[src/rtl/sr_sched_if.sv]
// sr_sched_if: bundle of the requester-side and shifter-side signals of the
// round-robin shift-register scheduler.
//
//   i_req     [NREQ]   request per requester (held until granted)
//   i_data    [NREQ*W] requester n's word at i_data[n*W +: W]
//   o_gnt     [NREQ]   one-hot grant pulse, coincident with o_srload
//   o_srdata  [W]      captured word for the shift register
//   o_srload           one-cycle load strobe
//   i_srbusy           shift register is shifting
//   o_owner   [clog2]  index of the last granted requester
//   o_timeout          sticky abandoned-transfer flag
//
// Modports: slave = the scheduler, master = the surrounding environment.
interface sr_sched_if #(
  parameter int unsigned NREQ = 4,
  parameter int unsigned W    = 8
);
  localparam int unsigned OW = $clog2(NREQ);

  logic [NREQ-1:0]   i_req;
  logic [NREQ*W-1:0] i_data;
  logic [NREQ-1:0]   o_gnt;
  logic [W-1:0]      o_srdata;
  logic              o_srload;
  logic              i_srbusy;
  logic [OW-1:0]     o_owner;
  logic              o_timeout;

  modport slave (
    input  i_req, i_data, i_srbusy,
    output o_gnt, o_srdata, o_srload, o_owner, o_timeout
  );

  modport master (
    output i_req, i_data, i_srbusy,
    input  o_gnt, o_srdata, o_srload, o_owner, o_timeout
  );
endinterface

[src/rtl/sr_sched.sv]
// sr_sched: round-robin scheduler sharing one output shift register between
// NREQ requesters. In IDLE it picks a requester (scan from ptr, wrapping),
// captures its word, pulses o_srload/o_gnt for one cycle, gives the shifter
// one SETTLE cycle to raise i_srbusy, then waits in WAIT for busy to fall.
// A transfer whose busy stays high for TIMEOUT WAIT cycles is abandoned and
// the sticky o_timeout flag is set.
//
// Ports:
//   i_clk   clock, all logic on the rising edge
//   i_rst   synchronous active-high reset
//   bus     sr_sched_if.slave (requests, words, grants, shifter handshake,
//           owner index, timeout flag)
//
// Configuration macro SR_SCHED_PRIO_EN: when defined, requester 0 has strict
// priority and winning through it leaves ptr unchanged; the others keep
// round-robin order. Undefined: pure round robin over all requesters.
module sr_sched #(
  parameter int unsigned NREQ    = 4,
  parameter int unsigned W       = 8,
  parameter int unsigned TW      = 10,
  parameter int unsigned TIMEOUT = 1023
) (
  input  logic      i_clk,
  input  logic      i_rst,
  sr_sched_if.slave bus
);

  localparam int unsigned OW = $clog2(NREQ);

  typedef enum logic [1:0] {
    S_IDLE   = 2'd0,
    S_LOAD   = 2'd1,
    S_SETTLE = 2'd2,
    S_WAIT   = 2'd3
  } state_t;

  state_t          r_state;
  logic [OW-1:0]   r_ptr;
  logic [TW-1:0]   r_cnt;
  logic [NREQ-1:0] r_gnt;
  logic [W-1:0]    r_srdata;
  logic            r_srload;
  logic [OW-1:0]   r_owner;
  logic            r_timeout;

  logic            w_found;
  logic [OW-1:0]   w_win;
  logic [OW-1:0]   w_ptr_nxt;
  logic            w_ptr_adv;
  logic [NREQ-1:0] w_gnt;
  logic [W-1:0]    w_word;
  logic [TW-1:0]   w_cnt_inc;

  // Round-robin scan: candidate index is (ptr + k) mod NREQ, computed one bit
  // wider than the index so the wrap works for non-power-of-two NREQ.
  always_comb begin
    w_found   = 1'b0;
    w_win     = '0;
    w_ptr_adv = 1'b1;
    for (int unsigned k = 0; k < NREQ; k++) begin
      logic [OW:0] sum;
      sum = {1'b0, r_ptr} + (OW+1)'(k);
      if (sum >= (OW+1)'(NREQ)) begin
        sum = sum - (OW+1)'(NREQ);
      end
      if (!w_found && bus.i_req[sum[OW-1:0]]) begin
        w_found = 1'b1;
        w_win   = sum[OW-1:0];
      end
    end
`ifdef SR_SCHED_PRIO_EN
    // Requester 0 overrides the scan and does not move the pointer.
    if (bus.i_req[0]) begin
      w_found   = 1'b1;
      w_win     = '0;
      w_ptr_adv = 1'b0;
    end
`endif
  end

  // Next pointer = (winner + 1) mod NREQ.
  always_comb begin
    logic [OW:0] nxt;
    nxt = {1'b0, w_win} + (OW+1)'(1);
    if (nxt >= (OW+1)'(NREQ)) begin
      nxt = '0;
    end
    w_ptr_nxt = nxt[OW-1:0];
  end

  // One-hot grant and word mux for the winner.
  always_comb begin
    w_gnt  = '0;
    w_word = '0;
    for (int unsigned n = 0; n < NREQ; n++) begin
      if (w_win == OW'(n)) begin
        w_gnt[n] = 1'b1;
        w_word   = bus.i_data[n*W +: W];
      end
    end
  end

  assign w_cnt_inc = r_cnt + TW'(1);

  always_ff @(posedge i_clk) begin
    if (i_rst) begin
      r_state   <= S_IDLE;
      r_ptr     <= '0;
      r_cnt     <= '0;
      r_gnt     <= '0;
      r_srdata  <= '0;
      r_srload  <= 1'b0;
      r_owner   <= '0;
      r_timeout <= 1'b0;
    end else begin
      // Strobes are single-cycle: cleared unless IDLE issues a grant.
      r_gnt    <= '0;
      r_srload <= 1'b0;
      case (r_state)
        S_IDLE: begin
          if (w_found && !bus.i_srbusy) begin
            r_state  <= S_LOAD;
            r_srdata <= w_word;
            r_owner  <= w_win;
            r_gnt    <= w_gnt;
            r_srload <= 1'b1;
            if (w_ptr_adv) begin
              r_ptr <= w_ptr_nxt;
            end
          end
        end
        S_LOAD: begin
          r_state <= S_SETTLE;
        end
        S_SETTLE: begin
          r_cnt   <= '0;
          r_state <= S_WAIT;
        end
        S_WAIT: begin
          if (!bus.i_srbusy) begin
            r_state <= S_IDLE;
          end else begin
            r_cnt <= w_cnt_inc;
            // Compare the incremented value so the flag rises on the
            // TIMEOUT-th busy cycle in WAIT; the counter never exceeds it.
            if (w_cnt_inc == TW'(TIMEOUT)) begin
              r_timeout <= 1'b1;
              r_state   <= S_IDLE;
            end
          end
        end
        default: begin
          r_state <= S_IDLE;
        end
      endcase
    end
  end

  assign bus.o_gnt     = r_gnt;
  assign bus.o_srdata  = r_srdata;
  assign bus.o_srload  = r_srload;
  assign bus.o_owner   = r_owner;
  assign bus.o_timeout = r_timeout;

endmodule

[src/flat_wrapper.sv]
// flat-port wrapper written by rule: the top's interface ports become plain ports
module sr_sched_flat 
#(
  parameter int unsigned NREQ    = 4,
  parameter int unsigned W       = 8,
  parameter int unsigned TW      = 10,
  parameter int unsigned TIMEOUT = 1023
)
  (i_clk, i_rst, bus_i_req, bus_i_data, bus_i_srbusy, bus_o_gnt, bus_o_srdata, bus_o_srload, bus_o_owner, bus_o_timeout);
  sr_sched_if #(.NREQ(NREQ), .W(W)) bus_i ();
  input  logic i_clk;
  input  logic i_rst;
  input wire logic [$bits(bus_i.i_req)-1:0] bus_i_req;
  input wire logic [$bits(bus_i.i_data)-1:0] bus_i_data;
  input wire logic [$bits(bus_i.i_srbusy)-1:0] bus_i_srbusy;
  output wire logic [$bits(bus_i.o_gnt)-1:0] bus_o_gnt;
  output wire logic [$bits(bus_i.o_srdata)-1:0] bus_o_srdata;
  output wire logic [$bits(bus_i.o_srload)-1:0] bus_o_srload;
  output wire logic [$bits(bus_i.o_owner)-1:0] bus_o_owner;
  output wire logic [$bits(bus_i.o_timeout)-1:0] bus_o_timeout;
  assign bus_i.i_req = bus_i_req;
  assign bus_i.i_data = bus_i_data;
  assign bus_i.i_srbusy = bus_i_srbusy;
  assign bus_o_gnt = bus_i.o_gnt;
  assign bus_o_srdata = bus_i.o_srdata;
  assign bus_o_srload = bus_i.o_srload;
  assign bus_o_owner = bus_i.o_owner;
  assign bus_o_timeout = bus_i.o_timeout;
  sr_sched #(.NREQ(NREQ), .W(W), .TW(TW), .TIMEOUT(TIMEOUT)) u_core (.i_clk(i_clk), .i_rst(i_rst), .bus(bus_i));
endmodule
[config.mk]
export PLATFORM = sky130hd
export DESIGN_NAME = sr_sched_flat
export DESIGN_NICKNAME = d
export VERILOG_FILES = /design/src/rtl/sr_sched_if.sv /design/src/rtl/sr_sched.sv /design/src/flat_wrapper.sv
export SDC_FILE = /design/constraint.sdc
export NUM_CORES = 1
export LEC_CHECK = 0
export CAP_MARGIN = 30
export CORE_UTILIZATION = 44
export CTS_BUF_LIST = sky130_fd_sc_hd__clkbuf_2
export DETAILED_ROUTE_END_ITERATION = 10
export GPL_TIMING_DRIVEN = 0
export PLACE_DENSITY = 0.78
export SLEW_MARGIN = 30
export SYNTH_ARGS = -nofsm -noshare
export SYNTH_HDL_FRONTEND = slang
export SYNTH_SLANG_ARGS = --single-unit
[constraint.sdc]
create_clock -name i_clk -period 2.2 [get_ports i_clk]
set_input_delay 0.44 -clock i_clk [delete_from_list [all_inputs] [get_ports i_clk]]
set_output_delay 0.44 -clock i_clk [all_outputs]
set_load 0.02 [all_outputs]
==> out/metrics.csv <==
metric,value,unit
synth-main-ff-cell,dfxtp_1,
path_clk_slew,160,ps
place_area,0.002525,mm²
yosysWarnings,0,
finalNetCount,362,
tritoncts,built,
place_congestion,0.8255,
synth_seq_area_share,0.3150,
tns,-21.53,ps
port_buffers,54,
worst_ep_arrival_time,2470,ps
insertion_delay,360,ps
reg2reg_depth,11,
htreeDepth,2,
fill_cells,333,
power_switching,0.9521,mW
drive_gt1_frac,0.1943,
die-area,0.004601,mm²
status,"finished, violations left",
async_flop_share,0,
crit_type,reg -> reg,
cp.required,2460,ps
finalCritPeriodShare,1.005,
switching_share,0.4001,
worstMarginPinSlew,849.4,ps
critPathBufInv,2,
drt_iter0_drc,86,
grt_util_all_layers,0.2323,
pwr-share-comb,0.593,
core,0.004086,mm²
drv_cap,0,
finalSetupViolations,3,
hold_slack,466.0,ps
fin_util,0.6923,
fp-row-count,23,
maxSlewHeadroom,0.4337,
critical_path.max_fanout,6,
syn_area_per_cell,7.783,µm²
reg2reg_slack,-10,ps
violations,setup timing,
path_cells,"inv_2, a22o_1, a221oi_4, nor2b_4, ha_4, buf_8, nand3b_1, a21oi_2, a21oi_2, o211ai_1, nor3b_2",
yosysMostFrequentCell,a21oi_1,
wl_per_cell,14.12,µm
vias,2006,
cts_buffer_depth,2,
root_buffer,clkbuf_2,
cp_slowest_cell,dfxtp_2,
finalMaxSlewViolations,0,
yosysTopAreaCellShare,0.3150,
clkSinkCount,30,
grt.overflow.total,0,
fin_skew,12.04,ps
rsz0062_at_grt,true,
yosysTopAreaCell,dfxtp_1,
fmax,452.1,MHz
synth_common_cells,"36 x a21oi_1, 30 x dfxtp_1, 28 x nor2_1",
die_h,67.83,µm
wirelength,5138,µm
start_util,0.4666,
start_kind,flop,
critPathMaxStageDelay,380,ps
cts_buffers,5,
cts_hold_buf,0,
ioPinCount,55,
holdPathStages,2,
synth_area_leaders,"dfxtp_1 31%, a21oi_1 9.4%, ha_1 6.6%",
antenna_found_initial,0,
min_period,2212,ps
ys_types,45,
cp-end-kind,flop,
synth_nets,294,
die_width,67.83,µm
seqPwrFrac,0.296,
ys_ff_latch,30,
leakage,1.046,nW
synth-edff-count,0,
grt_max_degree,11,
synth_area,0.001907,mm²
final_area,0.002829,mm²
crit_top_cell,a21oi_2,
crit_cells,11,
internal-power,1.428,mW
ant_nets,0,
hp-class,reg -> reg,
clockPowerShare,0.112,
via_per_inst,5.511,
hold_viol,0,
first_global_vias,1751,
dr.pass1.iters,4,
grt_pass1_wl,7990,µm
area_growth,48.36,%
fin_ws,-11.97,ps
drc_errors,0,
hpwl,3645,µm
antenna_cells,0,
critPathTopFamily,compound AO/OA/AOI/OAI gates,
syn_inst,245,
power_density,841.2,mW/mm²
ir_drop,0.5424,mV
[metrics by stage]
stage	instances	power, mW	worst slack (ps)
3_5_place_dp	349	1.783	-921.9
2_1_floorplan	245	1.420	5.281
6_report	364	2.380	-11.97
4_1_cts	358	2.171	-1.174
5_1_grt	364	2.561	-140.2
3_3_place_gp	349	1.765	-913.4
[power by group through the flow]
stage	clock network (mW)	registers [mW]	logic [mW]
2_1_floorplan	0	0.789	0.631
3_3_place_gp	0	0.710	1.06
3_5_place_dp	0	0.714	1.07
4_1_cts	0.279	0.702	1.19
5_1_grt	0.314	0.720	1.53
6_report	0.266	0.703	1.41
[area by class of cell]
cell class	instances	area, µm²	area share
multi-input cells	189	1341	0.4741
repair buffers	64	636.9	0.2251
inverters	10	37.54	0.01327
clock buffers	6	30.03	0.01061
flip-flops and latches	30	601.8	0.2127
clock inverters	2	8.758	0.003096
plain buffers	13	110.1	0.03892
well taps	50	62.56	0.02211
[final timing paths]
path,from,endpoint
worst max register to register,u_core.r_ptr[0]$_SDFFE_PP0P_,u_core.bus.o_srdata[3]$_SDFFE_PP0P_
worst min register to register,u_core.bus.o_timeout$_SDFFE_PP0P_,u_core.bus.o_timeout$_SDFFE_PP0P_
worst min-delay path,u_core.bus.o_timeout$_SDFFE_PP0P_,u_core.bus.o_timeout$_SDFFE_PP0P_
worst max-delay path,u_core.r_ptr[0]$_SDFFE_PP0P_,u_core.bus.o_srdata[3]$_SDFFE_PP0P_
[cells by family (layout without fill, tap and decap cells)]
family,count (synthesis),in the layout,synth area share
AND/OR/NAND/NOR,104,104,0.2933
buffers and inverters,26,95,0.07087
multiplexers,3,3,0.01575
XOR/XNOR,3,3,0.01378
adder cells (fa/ha/maj),10,10,0.06562
flip-flops,30,30,0.3150
AO/OA/AOI/OAI,69,69,0.2257
[flip-flops by register name, indices dropped and copies added (netlist names)]
| signal | count |
|---|---|
| u_core.r_ptr | 2 |
| u_core.bus.o_srload | 1 |
| u_core.bus.o_srdata | 8 |
| u_core.r_cnt | 10 |
| u_core.bus.o_timeout | 1 |
| u_core.bus.o_owner | 2 |
| u_core.bus.o_gnt | 4 |
| u_core.r_state | 2 |
[cells in the final DEF (no fill, tap or decap), types with 4 or more instances in the layout]
cell             netlist  routed
nand2_1               24      21
o21ai_0                9       9
a21oi_1               36      26
clkbuf_2               0       7
ha_1                  10       6
nor3b_1               11       4
nor3b_2                0       7
inv_1                 10       8
nand3b_1               9       9
clkdlybuf4s50_1        0      50
o211ai_1              11      11
buf_6                  3       5
buf_4                  0       7
and2_1                 7       7
nor2_1                28      28
dfxtp_1               30      29
a21oi_2                0      10
[worst register-to-register path: cells and delay by family, from the launching register on]
kind | cells | cell delay, ps
simple gates | 3 | 530
fa+ha+maj | 1 | 210
buf+inv | 2 | 170
flops | 1 | 380
compound gates | 5 | 810
[what timing repair did]
item,4_1_cts,5_1_grt
buffers inserted,4,5
endpoints found under the hold margin,0,0
cloned,0,1
pin swaps,2,13
endpoints found under the setup margin,10,11
gates resized for setup,23,26
[routing by layer]
layer	wire [µm]	vias up	part of all wire	track usage
met2	2431	49	0.47	0.3639
met4	146	0	0.028	0.1042
met1	2348	940	0.46	0.3047
li1	-	1002	-	-
met3	211	15	0.041	0.04833
met5	0	-	0	0
Note: power is estimated with default switching activity, not from simulation.
